<file path="src/rtl/apb_req_arbiter.sv">
// rtl/apb_req_arbiter.sv - two-requester APB master sequencer sharing one zero-wait-state slave
// Optional feature macro: APB_ARB_FIXED_PRIO_EN (requester 0 always wins contention).
module apb_req_arbiter #(
    parameter int ADDR_W = 8,
    parameter int DATA_W = 32
) (
    input  logic                  pclk,
    input  logic                  presetn,
    input  logic [1:0]            req_valid,
    input  logic [1:0]            req_write,
    input  logic [2*ADDR_W-1:0]   req_addr,
    input  logic [2*DATA_W-1:0]   req_wdata,
    output logic [1:0]            req_ready,
    output logic [1:0]            done,
    output logic [DATA_W-1:0]     rdata,
    output logic                  busy,
    output logic                  psel,
    output logic                  penable,
    output logic                  pwrite,
    output logic [31:0]           paddr,
    output logic [31:0]           pwdata,
    input  logic [31:0]           prdata
);

    typedef enum logic [2:0] {
        S_IDLE    = 3'd0,
        S_SETUP   = 3'd1,
        S_ACCESS  = 3'd2,
        S_WAIT_RD = 3'd3,
        S_RESP    = 3'd4
    } state_t;

    state_t              state_q, state_d;
    logic                owner_q;
    logic                gnt;
    logic                accept;
    logic                pwrite_q;
    logic [31:0]         paddr_q;
    logic [DATA_W-1:0]   pwdata_q;
    logic [DATA_W-1:0]   rdata_q;
    logic [ADDR_W-1:0]   addr_sel;
    logic [DATA_W-1:0]   wdata_sel;

    assign accept = (state_q == S_IDLE) && (|req_valid);

`ifdef APB_ARB_FIXED_PRIO_EN
    assign gnt = ~req_valid[0];
`else
    logic last_grant_q;

    // Under contention the requester that did not win last time goes first.
    assign gnt = (&req_valid) ? ~last_grant_q : req_valid[1];

    always_ff @(posedge pclk or negedge presetn) begin
        if (!presetn) begin
            last_grant_q <= 1'b1;
        end else if (accept) begin
            last_grant_q <= gnt;
        end
    end
`endif

    assign addr_sel  = gnt ? req_addr[2*ADDR_W-1:ADDR_W]   : req_addr[ADDR_W-1:0];
    assign wdata_sel = gnt ? req_wdata[2*DATA_W-1:DATA_W] : req_wdata[DATA_W-1:0];

    always_ff @(posedge pclk or negedge presetn) begin
        if (!presetn) begin
            state_q <= S_IDLE;
        end else begin
            state_q <= state_d;
        end
    end

    always_comb begin
        state_d   = state_q;
        req_ready = 2'b00;
        psel      = 1'b0;
        penable   = 1'b0;
        done      = 2'b00;
        busy      = 1'b1;
        case (state_q)
            S_IDLE: begin
                busy = 1'b0;
                if (accept) begin
                    req_ready = gnt ? 2'b10 : 2'b01;
                    state_d   = S_SETUP;
                end
            end
            S_SETUP: begin
                psel    = 1'b1;
                state_d = S_ACCESS;
            end
            S_ACCESS: begin
                psel    = 1'b1;
                penable = 1'b1;
                state_d = pwrite_q ? S_RESP : S_WAIT_RD;
            end
            S_WAIT_RD: begin
                state_d = S_RESP;
            end
            S_RESP: begin
                done    = owner_q ? 2'b10 : 2'b01;
                state_d = S_IDLE;
            end
            default: begin
                busy    = 1'b0;
                state_d = S_IDLE;
            end
        endcase
    end

    // Command fields stay on the bus after completion until the next accept.
    always_ff @(posedge pclk or negedge presetn) begin
        if (!presetn) begin
            owner_q  <= 1'b0;
            pwrite_q <= 1'b0;
            paddr_q  <= 32'h0;
            pwdata_q <= '0;
        end else if (accept) begin
            owner_q  <= gnt;
            pwrite_q <= req_write[gnt];
            paddr_q  <= {{(32-ADDR_W){1'b0}}, addr_sel};
            pwdata_q <= wdata_sel;
        end
    end

    // The slave registers prdata, so it is only valid one cycle after ACCESS.
    always_ff @(posedge pclk or negedge presetn) begin
        if (!presetn) begin
            rdata_q <= '0;
        end else if (state_q == S_WAIT_RD) begin
            rdata_q <= prdata;
        end
    end

    assign pwrite = pwrite_q;
    assign paddr  = paddr_q;
    assign pwdata = pwdata_q;
    assign rdata  = rdata_q;

endmodule

</file>
<file path="config.mk">
export PLATFORM = sky130hd
export DESIGN_NAME = apb_req_arbiter
export DESIGN_NICKNAME = d
export VERILOG_FILES = /design/src/rtl/apb_req_arbiter.sv
export SDC_FILE = /design/constraint.sdc
export NUM_CORES = 1
export LEC_CHECK = 0
export BUFFER_PORTS_ARGS = -buffer_cell sky130_fd_sc_hd__buf_4
export CAP_MARGIN = 20
export CORE_ASPECT_RATIO = 1.5
export CORE_MARGIN = 3
export CORE_UTILIZATION = 44
export CTS_CLUSTER_SIZE = 12
export DETAILED_ROUTE_END_ITERATION = 12
export PLACE_DENSITY_LB_ADDON = 0.15
export SYNTH_ARGS = -nofsm -noshare
export SYNTH_HDL_FRONTEND = slang
export SYNTH_SLANG_ARGS = --single-unit
export TNS_END_PERCENT = 10
</file>
<file path="constraint.sdc">
create_clock -name pclk -period 1.7 [get_ports pclk]
set_input_delay 0.34 -clock pclk [delete_from_list [all_inputs] [get_ports pclk]]
set_output_delay 0.34 -clock pclk [all_outputs]
set_load 0.02 [all_outputs]
</file>
==> flow_metrics.py, run 1 <==
metrics = {
    "outcome": {
        "outcome": "complete, but fails checks",
        "violations": "negative setup slack",
    },
    "floorplanning": {
        "coreArea_um2": 8210,
        "die_height_um": 120,
        "floorplan.rows": 40,
        "io-pin-count": 222,
        "initial_core_util_pct": 46.4,
        "chipWidth_um": 82.0,
        "dieArea_um2": 9830,
    },
    "sta": {
        "post-route-worst-setup-slack_ns": -0.114,
        "final_hold_viol_count": 0,
        "min_period_ns": 1.81,
        "unrepaired_setup_endpoints_after_global_routing": "true",
        "final-setup-viol-count": 4,
        "worst_hold_slack_ns": 0.230,
        "clock-skew-final_ns": 0.00537,
        "max_clock_freq_mhz": 551,
        "final.period_utilization_pct": 107,
        "slew_violations": 0,
    },
    "clock_tree": {
        "clk_pin_slew_worst_paths_ns": 0.06,
        "clk_path_buf_depth": 2,
        "htree_num_levels": 3,
        "insertion_delay_ns": 0.34,
        "cts-buffers-inserted": 9,
        "clock_sinks": 78,
        "cts-root-buf": "sky130_fd_sc_hd__clkbuf_16",
        "cts_tree": "yes",
    },
    "logic_synthesis": {
        "syn_area_um2": 3810,
        "ys_async_sr_fraction_pct": 100,
        "synth_flop_cell": "sky130_fd_sc_hd__dfrtp_1",
        "avgSynthCellArea_um2": 12.2,
        "synth.top_cells.by_area": "sky130_fd_sc_hd__dfrtp_1 51%, sky130_fd_sc_hd__a221o_1 11%, sky130_fd_sc_hd__nor3_2 10%",
        "synth-seq-area-share_pct": 51.3,
        "netlist_instances": 312,
        "synthesis.yosys.warnings": 0,
        "synth_enable_flop_cells": 0,
        "synth_area_leader_cell": "sky130_fd_sc_hd__dfrtp_1",
        "synth.distinct_cells": 25,
        "synth.ff_latch_count": 78,
        "synth_largest_type_area_fraction_pct": 50.6,
    },
    "worst_setup_path": {
        "worst-path-max-fanout": 3,
        "critPathArrivalTime_ns": 1.47,
        "worstPathRequired_ns": 1.36,
        "critical_path.top_delay_family": "simple AND/OR/NAND/NOR gates",
        "timing.critical_path.slowest_stage_cell": "sky130_fd_sc_hd__dfrtp_1",
        "critical_path_depth": 3,
        "worstSetupEndpointType": "primary output",
        "crit_buf_inv": 1,
        "beginning_of_the_critical_path": "state_q[1]",
        "setup.worst_path.class": "flip-flop to primary output",
        "r2r_setup_slk_ns": 0.13,
        "timing.critical_path.slowest_cell_delay_ns": 0.42,
        "start_kind": "flip-flop",
        "r2r-start": "state_q[1]",
        "ff2ff_path_depth": 5,
        "worst_setup_path_endpoint": "req_ready[0]",
        "critical_path_cell_list": "or3_4 > nor3b_4 > buf_6",
        "r2r-end": "pwdata[10]",
    },
    "placement": {
        "detailed_place_hpwl_um": 7940,
        "gpl.final_weighted_congestion": 0.773,
        "buffer_ports.inserted": 197,
    },
    "detailed_routing": {
        "detailroute.via_count": 3169,
        "post-route-drc-count": 0,
        "route.detailed.wl_per_inst_um": 16.9,
        "first_iter_violations": 131,
        "firstDrtPassIters": 4,
        "viasPerCell": 5.12,
        "totalWireLength_um": 10500,
        "ant_nets": 0,
    },
    "power": {
        "power_mw": 11.7,
        "power_density_nw_per_um2": 2030,
        "vdd_ir_drop_max_mv": 1.24,
        "power.leakage_nw": 2.79,
    },
    "global_routing": {
        "grt_pass1_wl_um": 16200,
        "grt_start_max_net_pins": 36,
        "first_global_vias": 3327,
        "grtUsageTotal_pct": 21.4,
        "number_of_antenna_violations_at_the_first_check_in_global_routing": 0,
        "globalRoute.totalOverflow": 0,
    },
    "layout": {
        "leading_cell_type_in_the_layout_fill_and_taps_excluded": "sky130_fd_sc_hd__buf_4",
        "post_route_cells_drive_above_1_share_pct": 60.7,
        "num-nets-final": 627,
        "syn_to_final_growth_pct": 51.4,
        "n_antenna_cell": 0,
        "layout_common_cells": "207 x sky130_fd_sc_hd__buf_4, 77 x sky130_fd_sc_hd__dfrtp_1, 43 x sky130_fd_sc_hd__nand2_1",
    },
    "run": {
        "maxCapViolCount": 0,
    },
    "worst_hold_path": {
        "hold_path_class": "input pin to flip-flop",
    },
}
==> through the flow <==
| step | setup WS (ns) | area, um2 | util (%) | setup TNS [ns] | instances |
|---|---|---|---|---|---|
| detailed placement | 0.0971 | 5350 | 65.1 | 0 | 600 |
| global route | -0.177 | 5770 | 70.2 | -0.684 | 619 |
| global placement | 0.139 | 5350 | 65.1 | 0 | 600 |
| CTS | -0.129 | 5750 | 70.0 | -0.325 | 619 |
| finish | -0.114 | 5770 | 70.2 | -0.240 | 619 |
| floorplan | -0.0504 | 3910 | - | -0.0504 | 335 |
==> how the worst min path moves through the flow <==
stage                              from         to  depth (start not counted)
after floorplan                 presetn    owner_q                          0
after global placement          presetn  pwdata[7]                          1
after detailed placement        presetn  pwdata[5]                          1
after CTS                 req_wdata[40]  pwdata[8]                          2
after global routing         prdata[21]  rdata[21]                          2
final                     req_wdata[40]  pwdata[8]                          2
==> area by class of cell <==
| type | instances | area [um2] |
|---|---|---|
| multi-input cells | 203 | 1620 |
| clock buffers | 11 | 243 |
| flip-flops and latches | 78 | 1950 |
| well taps | 105 | 131 |
| fillers | 642 | 2440 |
| clock inverters | 5 | 106 |
| repair buffers | 217 | 1710 |
==> layer usage <==
metal	track usage (%)	vias up	share of wire (%)
met5	0	-	0
met4	8.32	0	1.9
met2	37.2	145	53
li1	-	1477	-
met3	5.33	13	8.0
met1	24.5	1534	37
==> cells in the mapped netlist, types with 2 or more instances <==
master,number
sky130_fd_sc_hd__a21o_1,2
sky130_fd_sc_hd__a221o_1,41
sky130_fd_sc_hd__and3_1,2
sky130_fd_sc_hd__buf_2,16
sky130_fd_sc_hd__buf_4,27
sky130_fd_sc_hd__buf_6,3
sky130_fd_sc_hd__buf_8,3
sky130_fd_sc_hd__clkbuf_1,5
sky130_fd_sc_hd__dfrtp_1,77
sky130_fd_sc_hd__mux2_2,32
sky130_fd_sc_hd__nand2_1,43
sky130_fd_sc_hd__nor2_1,7
sky130_fd_sc_hd__nor3_1,3
sky130_fd_sc_hd__nor3_2,39
sky130_fd_sc_hd__xnor2_1,2
==> state kept, by name (all words and copies together) (netlist names) <==
signal and flops:
rdata 32, state_q 3, last_grant_q 1, owner_q 1
pwdata 32, pwrite 1, paddr 8
==> power breakdown <==
group	switching (mW)	internal [mW]	total [mW]
clock network	0.728	1.48	2.20
logic	3.19	2.90	6.09
registers	0.570	2.81	3.38
==> kinds of logic after synthesis <==
kind of cell    count (synthesis)  synth area share (%)
compound gates                 45                  11.5
xor+xnor                        2                 0.460
buf+inv                        54                  9.99
flops                          78                  51.3
mux                            33                  9.73
other cells                     1                0.0985
simple gates                   99                  16.9
==> repair_timing <==
action                                  4_1_cts  5_1_grt
endpoints found under the setup margin        5       19
gates resized for setup                       6        5
endpoints found under the hold margin        32        0
hold buffers                                  1        0
pin swaps                                     1        1
buffers inserted                              2        0
gates cloned                                  0        0
Power figures use the tool's default switching activity.
==> inputs of run 2 (changes only) <==
--- a/config.mk
+++ b/config.mk
@@ -9,7 +9,7 @@
 export CAP_MARGIN = 20
 export CORE_ASPECT_RATIO = 1.5
 export CORE_MARGIN = 3
-export CORE_UTILIZATION = 44
+export CORE_UTILIZATION = 40
 export CTS_CLUSTER_SIZE = 12
 export DETAILED_ROUTE_END_ITERATION = 12
 export PLACE_DENSITY_LB_ADDON = 0.15
==> constraint.sdc (replaced) <==
create_clock -name pclk -period 1.65 [get_ports pclk]
set_input_delay 0.33 -clock pclk [delete_from_list [all_inputs] [get_ports pclk]]
set_output_delay 0.33 -clock pclk [all_outputs]
set_load 0.02 [all_outputs]
==> flow_metrics.py, run 2 (synthesis gave the netlist of run 1 again) <==
metrics = {
    "floorplanning": {
        "dieArea_um2": 10700,
        "chipWidth_um": 85.7,
        "floorplan.rows": 43,
        "die_height_um": 125,
        "initial_core_util_pct": 41.1,
        "coreArea_um2": 9250,
        "io-pin-count": 222,
    },
    "layout": {
        "post_route_cells_drive_above_1_share_pct": 60.2,
        "design_area_um2": 5700,
        "seq_area_um2": 1950,
        "fillCellCount": 808,
        "area_of_the_multi_input_gates_um2": 1610,
        "n_antenna_cell": 0,
        "finalCoreUtilization_pct": 61.6,
        "leading_cell_type_in_the_layout_fill_and_taps_excluded": "sky130_fd_sc_hd__buf_4",
        "syn_to_final_growth_pct": 49.8,
        "layout_common_cells": "207 x sky130_fd_sc_hd__buf_4, 77 x sky130_fd_sc_hd__dfrtp_1, 43 x sky130_fd_sc_hd__nand2_1",
        "num-nets-final": 625,
    },
    "worst_setup_path": {
        "critPathArrivalTime_ns": 1.51,
        "timing.critical_path.slowest_stage_cell": "sky130_fd_sc_hd__or3_4",
        "timing.critical_path.slowest_cell_delay_ns": 0.42,
        "critical_path_cell_list": "or3_4 > nor3b_4 > buf_6",
        "crit_buf_inv": 1,
        "start_kind": "flip-flop",
        "worst-path-max-fanout": 3,
        "worstSetupEndpointType": "primary output",
        "critical_path.top_delay_family": "simple AND/OR/NAND/NOR gates",
        "worstPathRequired_ns": 1.32,
        "setup.worst_path.class": "flip-flop to primary output",
    },
    "power": {
        "vdd_ir_drop_max_mv": 1.01,
        "power_mw": 11.7,
        "power_density_nw_per_um2": 2050,
        "power.leakage_nw": 2.76,
    },
    "placement": {
        "buffer_ports.inserted": 197,
        "gpl.final_weighted_congestion": 0.776,
        "total_placed_instance_area_um2": 5340,
        "post-place-ws_ns": 0.0835,
        "detailed_place_hpwl_um": 7710,
    },
    "sta": {
        "post-route-worst-setup-slack_ns": -0.186,
        "final-setup-viol-count": 4,
        "unrepaired_setup_endpoints_after_global_routing": "true",
        "final_hold_viol_count": 0,
        "clock-skew-final_ns": 0.00459,
        "max_clock_freq_mhz": 545,
        "final.period_utilization_pct": 111,
        "min_period_ns": 1.84,
        "slew_violations": 0,
    },
    "run": {
        "maxCapViolCount": 0,
    },
    "clock_tree": {
        "cts_tree": "yes",
        "cts-buffers-inserted": 9,
        "clock_sinks": 78,
        "postCtsSetupBuffers": 0,
        "cts-root-buf": "sky130_fd_sc_hd__clkbuf_16",
        "clk_path_buf_depth": 2,
        "insertion_delay_ns": 0.33,
        "htree_num_levels": 3,
        "clk_pin_slew_worst_paths_ns": 0.06,
    },
    "detailed_routing": {
        "route.met3.wl_um": 752,
        "detailroute.via_count": 3116,
        "first_iter_violations": 83,
        "ant_nets": 0,
        "wirelength_met1_um": 3940,
        "post-route-drc-count": 0,
        "wl_met2_um": 5140,
        "viasPerCell": 4.99,
        "routed.top_layer": "met4",
        "totalWireLength_um": 10000,
        "route.detailed.wl_per_inst_um": 16.1,
        "firstDrtPassIters": 5,
    },
    "global_routing": {
        "grt_pass1_wl_um": 15700,
        "grt_start_max_net_pins": 44,
        "number_of_antenna_violations_at_the_first_check_in_global_routing": 0,
        "first_global_vias": 3222,
        "grtUsageTotal_pct": 18.5,
        "globalRoute.totalOverflow": 0,
    },
    "outcome": {
        "violations": "negative setup slack",
        "outcome": "complete, but fails checks",
    },
    "worst_hold_path": {
        "hold_path_class": "input pin to flip-flop",
    },
}
[run 2: cell types whose count changed in the layout (fill, tap and decap cells not counted)]
cell and delta:
sky130_fd_sc_hd__clkinvlp_4 +1, sky130_fd_sc_hd__nand2b_1 +1, sky130_fd_sc_hd__nor2_1 +1, sky130_fd_sc_hd__nand2b_4 -1, sky130_fd_sc_hd__nor2_4 -1, sky130_fd_sc_hd__inv_8 +1
sky130_fd_sc_hd__buf_12 -1, sky130_fd_sc_hd__bufinv_16 -1, sky130_fd_sc_hd__buf_6 -1, sky130_fd_sc_hd__clkbuf_8 -1
[run 2: per-layer routing]
layer,vias to the layer above,track usage (%)
met5,-,0
met4,0,7.92
met3,15,4.81
met2,141,31.2
met1,1493,22.0
li1,1467,-
[run 2: final timing paths]
path / cells after the start / from / slack [ns] / endpoint
worst max-delay path: 3 / state_q[2] / -0.19 / req_ready[0]
worst min-delay path: 2 / req_write[1] / 0.23 / pwrite
worst max register to register: 4 / state_q[2] / 0.13 / pwdata[22]
worst min register to register: 1 / rdata[8] / 0.50 / rdata[8]
max in group asynchronous: 3 / presetn / 0.63 / last_grant_q
min in group asynchronous: 2 / presetn / 0.44 / pwdata[7]
[run 2: final cells by class]
cell class	count	share of cell area, %
well taps	112	2.46
multi-input cells	203	28.2
clock buffers	10	4.01
flip-flops and latches	78	34.2
clock inverters	6	1.67
repair buffers	215	29.4
[run 2: power breakdown]
part	total, mW	switching (mW)	internal (mW)
clock	2.10	0.764	1.34
sequential	3.47	0.580	2.90
combinational	6.11	3.21	2.90
total	11.7	4.55	7.13
[run 2: metrics by stage]
stage	setup TNS [ns]	hold slack [ns]	cells
4_1_cts	-0.449	0.209	624
5_1_grt	-0.826	0.213	624
3_3_place_gp	0	0.240	607
6_report	-0.325	0.226	624
3_5_place_dp	0	0.244	607
2_1_floorplan	-0.0904	0.0344	335
[run 2: timing repair]
action	in CTS	in global routing
resized for setup	6	1
hold buffers	1	0
endpoints found under the setup margin	6	7
cloned	0	0
endpoints found under the hold margin	20	0
